--- src/rtl/spi_target_pkg.sv ---
// rtl/spi_target_pkg.sv - shared types and constants for the SPI target port
//
// Purpose: FSM state encoding, command-byte layout and byte geometry used by
//          spi_target_port and its helpers.
// Ports:   none (package).

package spi_target_pkg;

  typedef enum logic [2:0] {
    IDLE    = 3'd0,
    CMD     = 3'd1,
    WDATA   = 3'd2,
    RDATA   = 3'd3,
    LOCKOUT = 3'd4
  } state_t;

  localparam int CMD_WRITE_BIT = 7;
  localparam int BYTE_BITS     = 8;

  // States in which SCLK edges are consumed.
  function automatic logic is_active(input state_t s);
    return (s == CMD) || (s == WDATA) || (s == RDATA);
  endfunction

endpackage

--- src/rtl/spi_target_sync.sv ---
// rtl/spi_target_sync.sv - multi-flop input synchronizer with edge detect
//
// Purpose: brings one raw pad input into the clk domain and flags its edges.
// Ports:
//   clk, rst_n  system clock, asynchronous active-low reset
//   d           raw asynchronous input
//   level       synchronized level
//   rise, fall  1-clk pulses on synchronized 0->1 / 1->0 transitions
// All flops reset to 0, so a line that is already low when reset releases
// never shows a fall.

module spi_target_sync #(
  parameter int STAGES = 2
) (
  input  logic clk,
  input  logic rst_n,
  input  logic d,
  output logic level,
  output logic rise,
  output logic fall
);

  logic [STAGES-1:0] chain;
  logic              prev;

  always_ff @(posedge clk or negedge rst_n) begin
    if (!rst_n) begin
      chain <= '0;
      prev  <= 1'b0;
    end else begin
      chain <= {chain[STAGES-2:0], d};
      prev  <= chain[STAGES-1];
    end
  end

  assign level = chain[STAGES-1];
  assign rise  = level & ~prev;
  assign fall  = ~level & prev;

endmodule

--- src/rtl/spi_target_port.sv ---
// rtl/spi_target_port.sv - SPI mode-0 target giving a host byte-wide register access
//
// Purpose: oversamples sclk/cs_n/mosi on clk, decodes a command byte
//          (bit7 write / read, bits[6:0] start address) followed by data
//          bytes with auto-incrementing address, and drives a simple
//          register strobe interface.
// Ports:
//   clk, rst_n            system clock, asynchronous active-low reset
//   spi_sclk/cs_n/mosi    raw pad inputs
//   spi_miso, spi_miso_oe serial data to host and its pad enable
//   reg_addr, reg_wdata   register address / write data
//   reg_we, reg_re        1-clk write / read strobes
//   reg_rdata             read data, captured the clk after reg_re
//   busy                  frame in progress
//   frame_err             1-clk pulse on an aborted frame
// Optional feature: SPI_TARGET_TIMEOUT_EN enables the stalled-SCLK abort.

module spi_target_port
  import spi_target_pkg::*;
#(
  parameter int ADDR_W         = 7,
  parameter int SYNC_STAGES    = 2,
  parameter int TIMEOUT_CYCLES = 4096
) (
  input  logic              clk,
  input  logic              rst_n,
  input  logic              spi_sclk,
  input  logic              spi_cs_n,
  input  logic              spi_mosi,
  output logic              spi_miso,
  output logic              spi_miso_oe,
  output logic [ADDR_W-1:0] reg_addr,
  output logic [7:0]        reg_wdata,
  output logic              reg_we,
  output logic              reg_re,
  input  logic [7:0]        reg_rdata,
  output logic              busy,
  output logic              frame_err
);

  logic sclk_lvl, sclk_rise, sclk_fall;
  logic cs_lvl, cs_rise, cs_fall;
  logic mosi_lvl, mosi_rise, mosi_fall;

  spi_target_sync #(.STAGES(SYNC_STAGES)) u_sync_sclk (
    .clk(clk), .rst_n(rst_n), .d(spi_sclk),
    .level(sclk_lvl), .rise(sclk_rise), .fall(sclk_fall)
  );

  spi_target_sync #(.STAGES(SYNC_STAGES)) u_sync_cs (
    .clk(clk), .rst_n(rst_n), .d(spi_cs_n),
    .level(cs_lvl), .rise(cs_rise), .fall(cs_fall)
  );

  spi_target_sync #(.STAGES(SYNC_STAGES)) u_sync_mosi (
    .clk(clk), .rst_n(rst_n), .d(spi_mosi),
    .level(mosi_lvl), .rise(mosi_rise), .fall(mosi_fall)
  );

  logic unused_sync;
  assign unused_sync = &{1'b0, sclk_lvl, mosi_rise, mosi_fall};

  state_t            state, state_nxt;
  logic              armed;
  logic [2:0]        bit_cnt;
  logic [7:0]        rx_shift;
  logic [7:0]        tx_shift;
  logic [ADDR_W-1:0] addr;
  logic [7:0]        rx_byte;
  logic [ADDR_W-1:0] cmd_addr;
  logic              active;
  logic              byte_done;
  logic              cs_start;
  logic              timeout_hit;

  assign active    = is_active(state);
  assign rx_byte   = {rx_shift[BYTE_BITS-2:0], mosi_lvl};
  assign cmd_addr  = rx_byte[ADDR_W-1:0];
  assign byte_done = active & sclk_rise & (bit_cnt == 3'(BYTE_BITS - 1));

  // armed stays low after reset until CS has been seen high, so a frame that
  // was already running when reset released is ignored to its end.
  assign cs_start  = (state == IDLE) & armed & cs_fall;
  assign busy      = armed & ~cs_lvl;

`ifdef SPI_TARGET_TIMEOUT_EN
  localparam int TW = $clog2(TIMEOUT_CYCLES + 1);
  logic [TW-1:0] to_cnt;

  always_ff @(posedge clk or negedge rst_n) begin
    if (!rst_n) begin
      to_cnt <= '0;
    end else if (!active || sclk_rise || sclk_fall || cs_start) begin
      to_cnt <= '0;
    end else begin
      to_cnt <= to_cnt + TW'(1);
    end
  end

  // Fires after TIMEOUT_CYCLES consecutive clks with no SCLK edge.
  assign timeout_hit = active & ~cs_rise & ~sclk_rise & ~sclk_fall &
                       (to_cnt == TW'(TIMEOUT_CYCLES - 1));
  assign spi_miso_oe = busy & (state != LOCKOUT);
`else
  localparam int unused_timeout = TIMEOUT_CYCLES;
  assign timeout_hit = 1'b0;
  assign spi_miso_oe = busy;
`endif

  always_ff @(posedge clk or negedge rst_n) begin
    if (!rst_n) begin
      state <= IDLE;
    end else begin
      state <= state_nxt;
    end
  end

  always_comb begin
    state_nxt = state;
    case (state)
      IDLE:    if (cs_start) state_nxt = CMD;
      CMD:     if (byte_done) state_nxt = rx_byte[CMD_WRITE_BIT] ? WDATA : RDATA;
      WDATA:   state_nxt = WDATA;
      RDATA:   state_nxt = RDATA;
      LOCKOUT: state_nxt = LOCKOUT;
      default: state_nxt = IDLE;
    endcase
    if (timeout_hit) state_nxt = LOCKOUT;
    if (cs_rise)     state_nxt = IDLE;
  end

  always_ff @(posedge clk or negedge rst_n) begin
    if (!rst_n) begin
      armed     <= 1'b0;
      bit_cnt   <= '0;
      rx_shift  <= '0;
      tx_shift  <= '0;
      addr      <= '0;
      reg_addr  <= '0;
      reg_wdata <= '0;
      reg_we    <= 1'b0;
      reg_re    <= 1'b0;
      spi_miso  <= 1'b0;
      frame_err <= 1'b0;
    end else begin
      reg_we    <= 1'b0;
      reg_re    <= 1'b0;
      frame_err <= 1'b0;

      if (cs_lvl) armed <= 1'b1;

      if (active && sclk_rise) begin
        rx_shift <= rx_byte;
        bit_cnt  <= bit_cnt + 3'd1;
      end

      if ((state == RDATA) && sclk_fall) begin
        spi_miso <= tx_shift[BYTE_BITS-1];
        tx_shift <= {tx_shift[BYTE_BITS-2:0], 1'b0};
      end

      // Read data arrives the clk after the strobe; it lands well before the
      // SCLK fall that presents its MSB.
      if (reg_re) tx_shift <= reg_rdata;

      // Reads are prefetched at the end of the previous byte; a byte that
      // completes as CS rises has no following byte, so no prefetch then.
      if (byte_done) begin
        case (state)
          CMD: begin
            if (rx_byte[CMD_WRITE_BIT]) begin
              addr <= cmd_addr;
            end else if (!cs_rise) begin
              reg_addr <= cmd_addr;
              reg_re   <= 1'b1;
              addr     <= cmd_addr + ADDR_W'(1);
            end
          end
          WDATA: begin
            reg_addr  <= addr;
            reg_wdata <= rx_byte;
            reg_we    <= 1'b1;
            addr      <= addr + ADDR_W'(1);
          end
          RDATA: begin
            if (!cs_rise) begin
              reg_addr <= addr;
              reg_re   <= 1'b1;
              addr     <= addr + ADDR_W'(1);
            end
          end
          default: ;
        endcase
      end

      if (cs_rise && active && (bit_cnt != 3'd0) && !byte_done) frame_err <= 1'b1;
      if (timeout_hit) frame_err <= 1'b1;

      if (!is_active(state_nxt)) begin
        bit_cnt  <= '0;
        rx_shift <= '0;
        spi_miso <= 1'b0;
      end
    end
  end

endmodule

--- config.mk ---
export PLATFORM = sky130hd
export DESIGN_NAME = spi_target_port
export DESIGN_NICKNAME = d
export VERILOG_FILES = /design/src/rtl/spi_target_pkg.sv /design/src/rtl/spi_target_sync.sv /design/src/rtl/spi_target_port.sv
export SDC_FILE = /design/constraint.sdc
export NUM_CORES = 1
export LEC_CHECK = 0
export ABC_AREA = 1
export BUFFER_PORTS_ARGS = -buffer_cell sky130_fd_sc_hd__buf_2
export CAP_MARGIN = 20
export CORE_AREA = 2 2 78 80
export DETAILED_ROUTE_END_ITERATION = 16
export DIE_AREA = 0 0 80 82
export PLACE_DENSITY = 0.72
export SETUP_SLACK_MARGIN = 0.05
export SLEW_MARGIN = 20
export SYNTH_ARGS = -nofsm -noshare
export SYNTH_HDL_FRONTEND = slang
export SYNTH_HIERARCHICAL = 1
export SYNTH_SLANG_ARGS = --single-unit
--- constraint.sdc ---
create_clock -name clk -period 3.2 [get_ports clk]
set_clock_uncertainty 0.15 [all_clocks]
set_input_delay 0.8 -clock clk [delete_from_list [all_inputs] [get_ports clk]]
set_output_delay 0.8 -clock clk [all_outputs]
set_load 0.1 [all_outputs]
# After elaboration in Yosys (flattened, before gate mapping)
# Index checks and enable logic that the tools add are counted.
# op_classes
n_eq_ne	14
reduce_logical	17
bitwise_logic	13
mux	28
add_sub_neg	3
# op_table
operator	count
$mux 7	8
$pmux 7 s3	2
$mux 8	2
$mux 3	5
$pmux 3 s5	1
$add 7x1->7 const B	2
$eq 3x2->1 const B	4
$ne 2x2->1 const B	5
$and 1x1->1	9
$mux 1	9
$eq 3x1->1 const B	2
$eq 3x3->1 const B	2
$reduce_bool 3->1	2
$logic_and 1x1->1	5
$reduce_and 5->1	1
$logic_or 1x1->1	4
$not 1->1	4
$reduce_and 4->1	1
$add 3x1->3 const B	1
$logic_not 3->1	1
$ne 3x3->1 const B	1
$pmux 1 s2	1
$reduce_and 2->1	1
$reduce_bool 2->1	1
$logic_not 1->1	1
# word_totals
regBits	56
in_bits	13
word_cells	92
out_inout_bits	21

# Longest topological paths before layout
# depth
depth_word	12
ltp_mapped	9
ltp_nobuf	9

# Cells and area by module
# Netlist, hierarchy kept.
# by_module_without_submodules
mod	seq_area_each_um2	cells_each	n_inst	area_per_inst_um2
spi_target_port	1201.2	312	1	2473.6
spi_target_sync	75.1	7	3	90.1

# Least setup slack after synthesis
# Ideal clock, no wire load.
# synth_path
path_kind	flip-flop to output port
start	reg u_sync_cs.chain[1]
end	out spi_miso_oe
path_slack_ns	0.066
path_buffers	1
required_time_ns	2.250
t_arrival_ns	2.184
stages_incl_launch_ff	3
path_cell_list	dfrtp_1 -> nor2_1 -> buf_4
# synth_via
elab_chain_cells	2
# synth_lines
item	line	text
start, declared	spi_target_sync.sv:23	logic [STAGES-1:0] chain;
start signal, assigned	spi_target_sync.sv:31	chain <= {chain[STAGES-2:0], d};
$not 1->1	spi_target_port.sv:84	assign busy = armed & ~cs_lvl;
$and 1x1->1	spi_target_port.sv:84	
end, declared	spi_target_port.sv:31	output logic spi_miso_oe,
# Every way passes these cells.

# Worst setup path in the final report
# layout_path
start	reg reg_re
end	out reg_re
# layout_rtl
item	line	text
start, declared	spi_target_port.sv:35	output logic reg_re,
start signal, assigned	spi_target_port.sv:142	reg_re <= 1'b0;
start signal, assigned	spi_target_port.sv:147	reg_re <= 1'b0;
start signal, assigned	spi_target_port.sv:175	reg_re <= 1'b1;
# No word-level cell between the ends.

==> reports/results.tsv <==
stage	metric	value	unit
synth	syn avg cell area	8.24	um^2
clocking	H-tree depth	2	
clocking	Num CTS Buffers	5	
cells_and_area	Storage cell area	1400	um^2
cells_and_area	most frequent cells in the layout	nand2_1, dfrtp_1, inv_1	
clocking	CTS tree	done	
global_routing	largest net degree at the start of global routing	30	
global_routing	vias in the first global route	2047	
hold_path	Hold Crit Class	in2async	
clocking	worst skew pair latency	0.31	ns
critical_path	FF-to-FF End	addr[5]	
critical_path	Worst Setup Start Kind	register	
detailed_routing	ANT nets after route	0	
clocking	CTS resizes	0	
cells_and_area	multi-input gate area in the final layout	1040	um^2
critical_path	startpoint of the worst register-to-register path	u_sync_sclk/chain[1]	
detailed_routing	DR WL/cell	11.9	um
pwr	PD cells	417	nW/um^2
timing	fmax	418	MHz
critical_path	reg2reg setup slack	1.02	ns
timing	RSZ-0062 raised after global routing	no	
cells_and_area	fillcell total	539	
timing	fin crit share	74.7	%
detailed_routing	1st-pass router iterations	4	
global_routing	Total Routing Usage GR	17.6	%
critical_path	end of the critical path	reg_re	
placement	GPL Wtd Cong	0.827	
detailed_routing	Vias	2178	
placement	Placed Area	2910	um^2
global_routing	global-route wire length before repair	8.96	mm
timing	Slew headroom	50.6	%
timing	setup violators final	0	
clocking	Clock Path Buffers	2	
critical_path	critical path arrival	1.44	ns
critical_path	slowest CP cell	dfrtp_1	
timing	Slew Limit Fails	0	
synth	Ys Warns	6	
critical_path	WP buf/inv	1	
clocking	clk sinks	56	
outcome	status	finished clean	
pwr	Leakage	1.56	nW
cells_and_area	most common cell after layout, fill and taps aside	nand2_1	
cells_and_area	Layout area overhead	11.8	%
floorplan	row cnt	28	
run	max-cap violation count	0	
cells_and_area	Layout Cell Area excl Fill	3020	um^2
placement	port bufs	33	
cells_and_area	Ant. Diodes	0	
critical_path	critical path endpoint category	output pin	
cells_and_area	Final Core Density	52.6	%
global_routing	grt ovf	0	
critical_path	r2r worst-path depth	7	
critical_path	Stages on worst setup path	1	
critical_path	CP delay by family, top	flip-flops	
critical_path	Critical Path RT	2.25	ns
synth	syn_nets	346	
timing	Final min period	2.39	ns
timing	Worst Tran Pin Value	0.739	ns
floorplan	die area	6560	um^2
timing	total negative slack	0	ns
synth	Mapped Area	2700	um^2
detailed_routing	routed wire length	5.20	mm
timing	hold slack	0.128	ns
clocking	clock root cell	clkbuf_8	
placement	DP Wirelength	3.75	mm
pwr	peak supply drop	0.179	mV
floorplan	Placeable Area	5750	um^2
timing	Hold Vio Cnt, Final	0	
critical_path	CP Class	reg2out	
critical_path	crit-path cells	buf_2	
synth	Cells after Synth	328	
global_routing	antenna violations before repair	0	
floorplan	Initial Util	47.1	%
floorplan	I/O pin count	34	
detailed_routing	Initial DRC Count	137	
clocking	hold buffer count at cts	0	
clocking	# Post-CTS Setup Buffers	0	
critical_path	critical path launch point	reg_re	
detailed_routing	Vias/cell	5.00	
clocking	Clock transition at path regs	0.10	ns
floorplan	die height	82	um
detailed_routing	drt drc	0	
critical_path	Largest stage delay, worst path	0.62	ns
cells_and_area	NumNets Final	378	
floorplan	width of the die	80	um
cells_and_area	share of cells above drive strength 1	14.4	%
critical_path	Max Fanout on Critical Path	16	
pwr	overall power	1.26	mW
state kept, by name, summed over array words and instances (netlist names):
name               cells
reg_wdata              8
tx_shift               8
addr                   7
reg_addr               7
rx_shift               7
bit_cnt                3
state                  3
u_sync_cs/chain        2
u_sync_mosi/chain      2
u_sync_sclk/chain      2
armed                  1
frame_err              1
reg_re                 1
reg_we                 1
spi_miso               1
u_sync_cs/prev         1
u_sync_sclk/prev       1
layer usage:
layer  up-vias  global-route usage (%)  wire, um
li1       1106                       -         -
met1      1020                    22.7      2510
met2        44                    29.3      2410
met3         8                    3.63       191
met4         0                    6.61        93
met5         -                       0         0
metrics by stage:
stage | instances | setup WS [ns]
floorplan | 328 | 0.0657
global placement | 428 | 1.13
detailed placement | 428 | 1.01
CTS | 436 | 0.792
global route | 436 | 0.716
finish | 436 | 0.809
final cells by class:
cell class              count  share of cell area (%)
clock buffers               6                    2.40
clock inverters             2                    1.28
inverters                  53                    6.58
multi-input cells         209                    34.3
flip-flops and latches     56                    46.3
well taps                  75                    3.10
repair buffers             35                    5.96
worst min-delay path by stage:
stage	startpoint	slack [ns]	cells after the start	end
6_report	rst_n	0.13	1	armed
5_1_grt	rst_n	0.11	1	armed
4_1_cts	rst_n	0.12	1	armed
3_5_place_dp	u_sync_mosi/chain[0]	0.18	0	u_sync_mosi/chain[1]
2_1_floorplan	u_sync_cs/chain[0]	0.18	0	u_sync_cs/chain[1]
3_3_place_gp	u_sync_cs/chain[0]	0.18	0	u_sync_cs/chain[1]
where the power goes:
group | internal [mW] | switching, mW
combinational | 0.0182 | 0.0576
sequential | 0.715 | 0.00842
clock | 0.237 | 0.225
Note: power is estimated with default switching activity, not from simulation.
